### config.mk
export PLATFORM = sky130hd
export DESIGN_NAME = mux_arb_reg
export DESIGN_NICKNAME = d
export VERILOG_FILES = /design/src/rtl/mux_arb_reg.sv
export SDC_FILE = /design/constraint.sdc
export NUM_CORES = 1
export LEC_CHECK = 0
export BUFFER_PORTS_ARGS = -buffer_cell sky130_fd_sc_hd__buf_2
export CORE_AREA = 5 5 224 226
export CTS_CLUSTER_DIAMETER = 50
export CTS_CLUSTER_SIZE = 28
export DETAILED_ROUTE_END_ITERATION = 7
export DIE_AREA = 0 0 229 231
export GPL_ROUTABILITY_DRIVEN = 0
export PLACE_DENSITY_LB_ADDON = 0.12
export SLEW_MARGIN = 25
export SYNTH_ARGS = -nofsm -noshare
export SYNTH_HDL_FRONTEND = slang
export SYNTH_SLANG_ARGS = --single-unit
### constraint.sdc
create_clock -name clk -period 6.8 [get_ports clk]
set_input_delay 0.68 -clock clk [delete_from_list [all_inputs] [get_ports clk]]
set_output_delay 0.68 -clock clk [all_outputs]
set_load 0.02 [all_outputs]
### src/rtl/mux_arb_reg.sv
`default_nettype none
// ============================================================================
// Module   : mux_arb_reg
// Brief    : Registered N-way selector with valid/ready handshakes. It either
//            arbitrates among requesters or forces one channel. A single
//            output register stage provides backpressure.
//            Define MUX_ARB_RR_EN for round-robin arbitration. When it is
//            undefined, arbitration is fixed priority (lowest index wins).
// Revision : 1.0 - initial release
// ============================================================================
module mux_arb_reg #(
    parameter int WIDTH = 32,
    parameter int N     = 16,
    parameter int SW    = $clog2(N)
) (
    input  logic               clk,
    input  logic               reset,
    input  logic [N-1:0]       in_valid,
    input  logic [N*WIDTH-1:0] in_data,
    output logic [N-1:0]       in_ready,
    input  logic               force_sel,
    input  logic [SW-1:0]      sel,
    output logic               out_valid,
    output logic [WIDTH-1:0]   out_data,
    output logic [SW-1:0]      out_sel,
    input  logic               out_ready
);

    localparam logic [0:0] S_EMPTY = 1'b0;
    localparam logic [0:0] S_FULL  = 1'b1;

    logic [0:0]       r_state;
    logic [WIDTH-1:0] r_data;
    logic [SW-1:0]    r_sel;

    logic [SW-1:0]    w_ptr;
    logic [N-1:0]     w_sel_mask;
    logic [N-1:0]     w_hi_mask;
    logic [N-1:0]     w_elig;
    logic [N-1:0]     w_hi;
    logic [N-1:0]     w_pool;
    logic             w_load_en;
    logic             w_any;
    logic             w_accept;
    logic [SW-1:0]    w_grant;
    logic [WIDTH-1:0] w_gdata;

    // An out-of-range sel matches no channel, so forcing it leaves nothing eligible.
    generate
        for (genvar gi = 0; gi < N; gi++) begin : g_masks
            assign w_sel_mask[gi] = (sel == SW'(gi));
            assign w_hi_mask[gi]  = (SW'(gi) >= w_ptr);
            assign in_ready[gi]   = w_accept && (w_grant == SW'(gi));
        end
    endgenerate

    assign w_elig    = force_sel ? (in_valid & w_sel_mask) : in_valid;
    assign w_any     = |w_elig;
    assign w_load_en = (r_state == S_EMPTY) || out_ready;
    assign w_accept  = !reset && w_load_en && w_any;

    // Channels at or above ptr take precedence; otherwise wrap to the lowest.
    assign w_hi   = w_elig & w_hi_mask;
    assign w_pool = (|w_hi) ? w_hi : w_elig;

    always_comb begin
        w_grant = '0;
        for (int i = N - 1; i >= 0; i--) begin
            if (w_pool[i]) begin
                w_grant = SW'(i);
            end
        end
    end

    always_comb begin
        w_gdata = '0;
        for (int i = 0; i < N; i++) begin
            if (w_grant == SW'(i)) begin
                w_gdata = in_data[i*WIDTH +: WIDTH];
            end
        end
    end

`ifdef MUX_ARB_RR_EN
    logic [SW-1:0] r_ptr;

    always_ff @(posedge clk) begin
        if (reset) begin
            r_ptr <= '0;
        end else if (w_accept && !force_sel) begin
            r_ptr <= (w_grant == SW'(N - 1)) ? '0 : w_grant + SW'(1);
        end
    end

    assign w_ptr = r_ptr;
`else
    assign w_ptr = '0;
`endif

    always_ff @(posedge clk) begin
        if (reset) begin
            r_state <= S_EMPTY;
            r_data  <= '0;
            r_sel   <= '0;
        end else if (w_load_en) begin
            if (w_any) begin
                r_state <= S_FULL;
                r_data  <= w_gdata;
                r_sel   <= w_grant;
            end else begin
                r_state <= S_EMPTY;
            end
        end
    end

    assign out_valid = (r_state == S_FULL);
    assign out_data  = r_data;
    assign out_sel   = r_sel;

endmodule
`default_nettype wire

==> out/metrics.yaml, run 1 <==
outcome:
  outcome: "finished clean"
clock_tree:
  cts_buffers: 5
  cts_root_buf: "clkbuf_16"
  cts_resized: 0
  post-cts-setup-buffers: 0
  cts_buffer_depth: 2
  h-tree-depth: 2
  clk_latency_ns: 0.30
  cts_tree: "done"
  clk_pin_slew_ns: 0.06
  hold_buffers: 0
  cts_sinks: 37
worst_setup_path:
  end_kind: "output port"
  r2r_slack_ns: 4.44
  worstPathMaxFanout: 96
  crit_required_ns: 6.12
  path_class: "in2out"
  r2r-start: "out_valid$_SDFFE_PP0N_"
  crit_path_start_kind: "primary input"
  r2r_cells: 6
  critPathLaunch: "force_sel"
  cp.arrival_ns: 4.23
  r2r-end: "out_data[1]$_SDFFE_PP0P_"
synthesis:
  synth_top_family_by_area: "compound AO/OA/AOI/OAI gates"
  synth_top_area_cell: "dfxtp_1"
  syn_area_per_cell_um2: 6.86
  synth_edf_count: 0
  synth-xor-area-share_pct: 0
  ys_warn_count: 0
  ys_ff_latch: 37
  ys_seq_area_share_pct: 11.4
  synth.area.top_cells: "dfxtp_1, mux2i_1, nand2_1"
  synth-compound-area-share_pct: 46.2
  async_reset_ff_share_pct: 0
  syn-cell-area_um2: 6480
  synth_flop_cell: "dfxtp_1"
  synth_cells: 945
  synthAdderAreaFrac_pct: 0
  synth.distinct_cells: 77
  yosys.area.top_type_share_pct: 11.4
  synth.mux.area_fraction_pct: 10.9
  yosys.area_share.simple_pct: 23.8
  synthesis.nets: 1481
final_layout:
  multi_input_area_um2: 5310
  drive_gt1_share_pct: 44.7
  fillers: 5590
  seq_area_um2: 741
  mostFrequentLayoutCell: "buf_2"
  area_delta_synth_final_pct: 56.1
  final_cell_mix: "buf_2, nand2_1, nor2_1, o21ai_0, a21oi_1"
  finalNonFillerCells: 2098
  num-nets-final: 2000
timing:
  whs_ns: 0.458
  post-route-period-util_pct: 72.2
  fmax_mhz: 204
  period_minus_slack_ns: 4.91
  slew_viol_final: 0
  rsz0062_at_grt: "no"
  setup_viol: 0
  fin_skew_ns: 0.00235
  hold_viol: 0
  fin_setup_tns_ns: 0
  worst_pin_slew_ns: 0.976
  relSlewSlack_pct: 34.6
  worst_slack_ns: 1.89
global_route:
  first_global_vias: 11000
  grt_pass1_wl_mm: 82.5
  grt_max_degree: 97
  grt_usage_pct: 21.7
  grt_overflow: 0
  antenna_found_initial: 25
job:
  maxCapViolations: 0
drt:
  avgRoutedWirePerCell_um: 28.9
  dr.pass1.iters: 5
  vias: 10300
  drc_errors: 0
  antenna_left: 0
  via_per_inst: 4.89
  wl_mm: 60.7
  initialDrtViolationCount: 506
worst_hold_path:
  min_to: "out_data[31]$_SDFFE_PP0P_"
  min_from: "out_data[31]$_SDFFE_PP0P_"
  min_path_cells: 2
  hold_path_class: "reg2reg"
floorplan:
  die_y_um: 231
  io_pins: 589
  rows: 81
  design.core.area_um2: 48100
  die_x_um: 229
  initial_core_util_pct: 13.5
  die_area_um2: 52900
power:
  power_mw: 1.51
  ir_drop_mv: 0.0799
  p_per_area_nw_per_um2: 149
  p_leak_nw: 4.63
placed_design:
  place_ws_ns: 1.64
  numPortBuffers: 588
  dp_cells: 2077
  dp_hpwl_mm: 50.0
==> layer usage <==
metal	GRT usage, %	vias to the layer above	wire length, um	share of wire [%]
met5	0	-	149	0.25
met3	6.15	78	4400	7.3
met1	24.4	4877	23600	39
met2	39.9	494	30800	51
met4	5.90	22	1780	2.9
li1	-	4788	-	-
==> power breakdown <==
group	internal, mW	total (mW)	switching (mW)
clock	0.145	0.252	0.108
combinational	0.360	0.990	0.630
sequential	0.249	0.268	0.0184
==> registers in the layout, indices dropped and copies added (netlist names) <==
name,count
out_valid,1
out_sel,4
out_data,32
==> Yosys cell counts, drive strengths merged, types with 20 or more instances <==
library cell,number
buf,55
nor2,101
a31oi,20
o21ai,81
clkbuf,38
mux2i,57
a211oi,23
a221oi,32
nand2,129
a21oi,66
a22oi,20
o211ai,25
o221ai,36
dfxtp,37
==> final cells by class <==
| cell class | count | share of cell area, % |
|---|---|---|
| diodes | 12 | 0.297 |
| flip-flops and latches | 37 | 7.32 |
| well taps | 622 | 7.69 |
| clock buffers | 7 | 1.41 |
| multi-input cells | 811 | 52.5 |
| repair buffers | 605 | 30.6 |
| inverters | 4 | 0.148 |
==> through the flow <==
stage	utilization, %	cell area (um^2)
2_1_floorplan	-	6480
3_3_place_gp	20.6	9920
3_5_place_dp	20.6	9920
4_1_cts	20.9	10100
5_1_grt	21.0	10100
6_report	21.0	10100
==> kinds of logic (layout without fill, tap and decap cells) <==
logic type	count (synthesis)	in the layout
buf+inv	97	616
mux	69	69
compound gates	418	418
other cells	0	12
simple gates	324	324
flops	37	37
==> worst max-delay path by stage <==
stage / to / slack (ns)
2_1_floorplan: in_ready[4] / 2.97
3_3_place_gp: out_data[9]$_SDFFE_PP0P_ / 1.70
3_5_place_dp: out_data[9]$_SDFFE_PP0P_ / 1.64
4_1_cts: in_ready[11] / 1.80
5_1_grt: in_ready[11] / 1.49
6_report: in_ready[15] / 1.89
==> worst max-delay path, stage by stage <==
cell	delay (ns)
buf_2	0.21
inv_2	0.17
o21ai_1	0.47
nand2_1	0.31
a311o_1	0.56
o21ai_4	0.30
buf_12	0.42
nand3_1	0.50
nor2_1	0.19
buf_2	0.20
Note: power is estimated with default switching activity, not from simulation.
==> run 2: changes to the inputs <==
- CORE_AREA: 5 5 224 226 -> 5 5 225 227
- DIE_AREA: 0 0 229 231 -> 0 0 230 232
- clock period: 6.8 -> 4.38 ns (I/O delays scaled with it)
==> out/metrics.yaml, run 2 (synthesis results as in run 1) <==
worst_setup_path:
  path_class: "in2out"
  crit_required_ns: 3.94
  cp.buffers_inverters: 3
  r2r-start: "out_valid$_SDFFE_PP0N_"
  critPathTopFamily: "simple AND/OR/NAND/NOR gates"
  cp.arrival_ns: 3.70
  crit_slowest_cell: "nand3_1"
  crit_chain: "buf_2 -> and4b_1 -> o21a_1 -> nor2_1 -> a311oi_4 -> a21oi_4 -> buf_12 -> nand3_1 -> nor2_1 -> buf_2"
  cp.depth: 10
  max_stage_delay_ns: 0.53
  critPathLaunch: "sel[3]"
  r2r_slack_ns: 2.14
  crit_path_start_kind: "primary input"
  end_kind: "output port"
  critPathCapture: "in_ready[8]"
  worstPathMaxFanout: 45
  r2r_cells: 6
  r2r-end: "out_data[16]$_SDFFE_PP0P_"
final_layout:
  area_delta_synth_final_pct: 61.5
  final_cell_mix: "buf_2, nand2_1, nor2_1, o21ai_0, a21oi_1"
  drive_gt1_share_pct: 46.3
  fin_util_pct: 21.6
  num-nets-final: 2042
  mostFrequentLayoutCell: "buf_2"
  fillers: 5652
  largest_reg_flops: 32
clock_tree:
  h-tree-depth: 2
  cts_buffer_depth: 2
  cts_tree: "done"
  clk_pin_slew_ns: 0.07
  cts_root_buf: "clkbuf_16"
  cts_sinks: 37
  cts_resized: 0
  cts_buffers: 5
  hold_buffers: 0
  clk_latency_ns: 0.31
  post-cts-setup-buffers: 0
drt:
  wl_mm: 61.4
  drc_errors: 0
  dr.pass1.iters: 5
  vias: 10500
  antenna_left: 0
  via_per_inst: 4.94
  avgRoutedWirePerCell_um: 28.7
  initialDrtViolationCount: 526
floorplan:
  die_y_um: 232
  rows: 81
  die_area_um2: 53400
  die_x_um: 230
  io_pins: 589
  design.core.area_um2: 48400
  initial_core_util_pct: 13.4
power:
  p_comb_share_pct: 64.2
  seqPwrFrac_pct: 16.5
  p_leak_nw: 4.85
  p_per_area_nw_per_um2: 238
  p_int_mw: 1.28
  p_sw_mw: 1.20
  power_mw: 2.49
  clkPwrFrac_pct: 19.3
  swShare_pct: 48.4
  ir_drop_mv: 0.117
timing:
  fmax_mhz: 242
  fin_skew_ns: 0.00612
  slew_viol_final: 0
  post-route-period-util_pct: 94.5
  period_minus_slack_ns: 4.14
  hold_viol: 0
  fin_setup_tns_ns: 0
  relSlewSlack_pct: 33.7
  rsz0062_at_grt: "no"
  setup_viol: 0
  worst_pin_slew_ns: 0.994
  whs_ns: 0.435
global_route:
  grt_max_degree: 62
  grt_pass1_wl_mm: 83.1
  grt_overflow: 0
  grt_usage_pct: 21.6
  first_global_vias: 11100
  antenna_found_initial: 20
placed_design:
  dp_hpwl_mm: 51.7
  numPortBuffers: 588
worst_hold_path:
  hold_path_class: "in2reg"
  min_from: "in_data[389]"
  min_path_cells: 3
job:
  maxCapViolations: 0
outcome:
  outcome: "finished clean"
run 2: routing by layer:
metal | vias up | GRT usage [%] | part of all wire (%)
met2 | 544 | 41.0 | 52
met4 | 20 | 5.06 | 2.4
met1 | 5019 | 24.3 | 39
met3 | 82 | 5.12 | 6.9
li1 | 4871 | - | -
met5 | - | 0 | 0.20
run 2: area by class of cell:
| cell class | count | area (um^2) | share of cell area, % |
|---|---|---|---|
| multi-input cells | 811 | 5310 | 50.7 |
| repair buffers | 647 | 3440 | 32.8 |
| well taps | 622 | 778 | 7.43 |
| flip-flops and latches | 37 | 741 | 7.07 |
| clock buffers | 6 | 139 | 1.33 |
| clock inverters | 2 | 37.5 | 0.359 |
| inverters | 4 | 15.0 | 0.143 |
| diodes | 5 | 12.5 | 0.120 |
run 2: worst register-to-register path, delay by kind of cell (launching register included):
family | cells | cell delay, ns
AOI/OAI and AO/OA | 3 | 0.61
DFF | 1 | 0.32
and+or+nand+nor | 3 | 1.23
run 2: worst min path at each step:
stage,endpoint
2_1_floorplan,out_data[31]$_SDFFE_PP0P_
3_3_place_gp,out_sel[0]$_SDFFE_PP0P_
3_5_place_dp,out_sel[2]$_SDFFE_PP0P_
4_1_cts,out_data[5]$_SDFFE_PP0P_
5_1_grt,out_data[6]$_SDFFE_PP0P_
6_report,out_data[5]$_SDFFE_PP0P_
run 2: power by group through the flow:
stage          Combinational, mW  Sequential [mW]  Clock (mW)
2_1_floorplan              0.748            0.478           0
3_3_place_gp                1.63            0.419           0
3_5_place_dp                1.63            0.419           0
4_1_cts                     1.64            0.412       0.504
5_1_grt                     1.72            0.418       0.510
6_report                    1.60            0.412       0.480
run 2: per-stage QoR:
step           setup WS [ns]  instance area (um^2)  instances
6_report               0.242                 10500       2134
3_5_place_dp           0.126                 10300       2121
3_3_place_gp           0.181                 10300       2121
2_1_floorplan           1.03                  6480        945
4_1_cts                0.278                 10500       2129
5_1_grt               0.0742                 10500       2132
==> run 3: changes to the inputs <==
- CORE_AREA: 5 5 225 227 -> 5 5 226 228
- DIE_AREA: 0 0 230 232 -> 0 0 231 233
- clock period: 4.38 -> 4.3 ns (I/O delays scaled with it)
==> out/metrics.yaml, run 3 (synthesis results as in run 1) <==
clock_tree:
  hold_buffers: 0
  cts_buffer_depth: 2
  cts_buffers: 5
  cts_root_buf: "clkbuf_16"
  cts_sinks: 37
  post-cts-setup-buffers: 0
  cts_tree: "done"
  clk_pin_slew_ns: 0.07
  cts_resized: 0
  clk_latency_ns: 0.30
  h-tree-depth: 2
global_route:
  grt_usage_pct: 21.1
  first_global_vias: 11000
  antenna_found_initial: 15
  grt_overflow: 0
  grt_pass1_wl_mm: 82.3
  grt_max_degree: 48
drt:
  via_per_inst: 4.87
  antenna_left: 0
  avgRoutedWirePerCell_um: 28.3
  initialDrtViolationCount: 559
  drc_errors: 0
  dr.pass1.iters: 5
  wl_mm: 60.5
  vias: 10400
outcome:
  outcome: "finished clean"
final_layout:
  fin_util_pct: 21.5
  drive_gt1_share_pct: 46.4
  area_delta_synth_final_pct: 61.2
  final_cell_mix: "buf_2, nand2_1, nor2_1, o21ai_0, a21oi_1"
  num-nets-final: 2045
  largest_reg_flops: 32
  mostFrequentLayoutCell: "buf_2"
  fillers: 5638
floorplan:
  design.core.area_um2: 48600
  io_pins: 589
  die_y_um: 233
  die_x_um: 231
  rows: 81
  initial_core_util_pct: 13.3
  die_area_um2: 53800
worst_setup_path:
  path_class: "in2out"
  cp.arrival_ns: 3.58
  end_kind: "output port"
  crit_path_start_kind: "primary input"
  crit_required_ns: 3.87
  worstPathMaxFanout: 47
job:
  maxCapViolations: 0
power:
  p_per_area_nw_per_um2: 234
  ir_drop_mv: 0.134
  p_leak_nw: 4.85
timing:
  relSlewSlack_pct: 54.3
  fin_setup_tns_ns: 0
  rsz0062_at_grt: "no"
  fin_skew_ns: 0.0153
  worst_pin_slew_ns: 0.682
  slew_viol_final: 0
  fmax_mhz: 249
  post-route-period-util_pct: 93.3
  period_minus_slack_ns: 4.01
  hold_viol: 0
  setup_viol: 0
placed_design:
  dp_hpwl_mm: 51.0
  numPortBuffers: 588
worst_hold_path:
  hold_path_class: "in2reg"
-- run 3: changes by cell type in the layout (fill, tap and decap cells not counted), sizes merged --
cell | before | now
buf | 647 | 650
bufinv | 1 | 0
clkbuf | 6 | 5
clkinv | 0 | 1
diode | 5 | 4
inv | 4 | 5
-- run 3: cell type report --
type / count / area, um^2 / share of cell area [%]
clock buffers: 5 / 125 / 1.20
inverters: 4 / 15.0 / 0.144
repair buffers: 650 / 3450 / 33.0
multi-input cells: 811 / 5310 / 50.9
well taps: 622 / 778 / 7.45
clock inverters: 3 / 21.3 / 0.204
flip-flops and latches: 37 / 741 / 7.09
diodes: 4 / 10.0 / 0.0958
-- run 3: stage by stage --
step | power, mW | hold slack [ns] | instance area, um^2 | std cells | worst slack, ns
floorplan | 1.25 | 0.522 | 6480 | 945 | 0.967
global placement | 2.09 | 0.441 | 10300 | 2124 | 0.132
detailed placement | 2.09 | 0.449 | 10300 | 2124 | 0.0539
CTS | 2.51 | 0.413 | 10400 | 2132 | 0.291
global route | 2.61 | 0.455 | 10400 | 2133 | 0.0143
finish | 2.45 | 0.433 | 10500 | 2136 | 0.288
-- run 3: final timing paths --
path | start | end | slack (ns) | cells after the start
hold reg to reg | out_data[31]$_SDFFE_PP0P_ | out_data[31]$_SDFFE_PP0P_ | 0.46 | 2
hold / removal | in_data[390] | out_data[6]$_SDFFE_PP0P_ | 0.43 | 3
setup reg to reg | out_valid$_SDFFE_PP0N_ | out_data[1]$_SDFFE_PP0P_ | 2.09 | 6
setup / recovery | force_sel | in_ready[13] | 0.29 | 10
-- run 3: per-layer routing --
layer	vias to the layer above	routed length, um	part of all wire, %	track usage [%]
met5	-	102	0.17	0
met4	16	1080	1.8	3.31
met3	52	4450	7.4	5.31
met2	498	31600	52	40.3
met1	4978	23300	39	24.0
li1	4862	-	-	-
-- run 3: report_power, final --
group | internal [mW] | leakage, nW | total [mW] | switching [mW]
registers | 0.394 | 0.307 | 0.421 | 0.0274
logic | 0.623 | 4.47 | 1.63 | 1.01
clock network | 0.217 | 0.0702 | 0.399 | 0.182
total | 1.23 | 4.85 | 2.45 | 1.22
-- run 3: critical path, stage by stage --
cell and delay (ns):
buf_2 0.20, inv_2 0.17, o21ai_1 0.48, o21ai_0 0.23, a31oi_1 0.36, or2_4 0.50
buf_12 0.31, nand3_1 0.44, nor2_1 0.23, buf_2 0.19
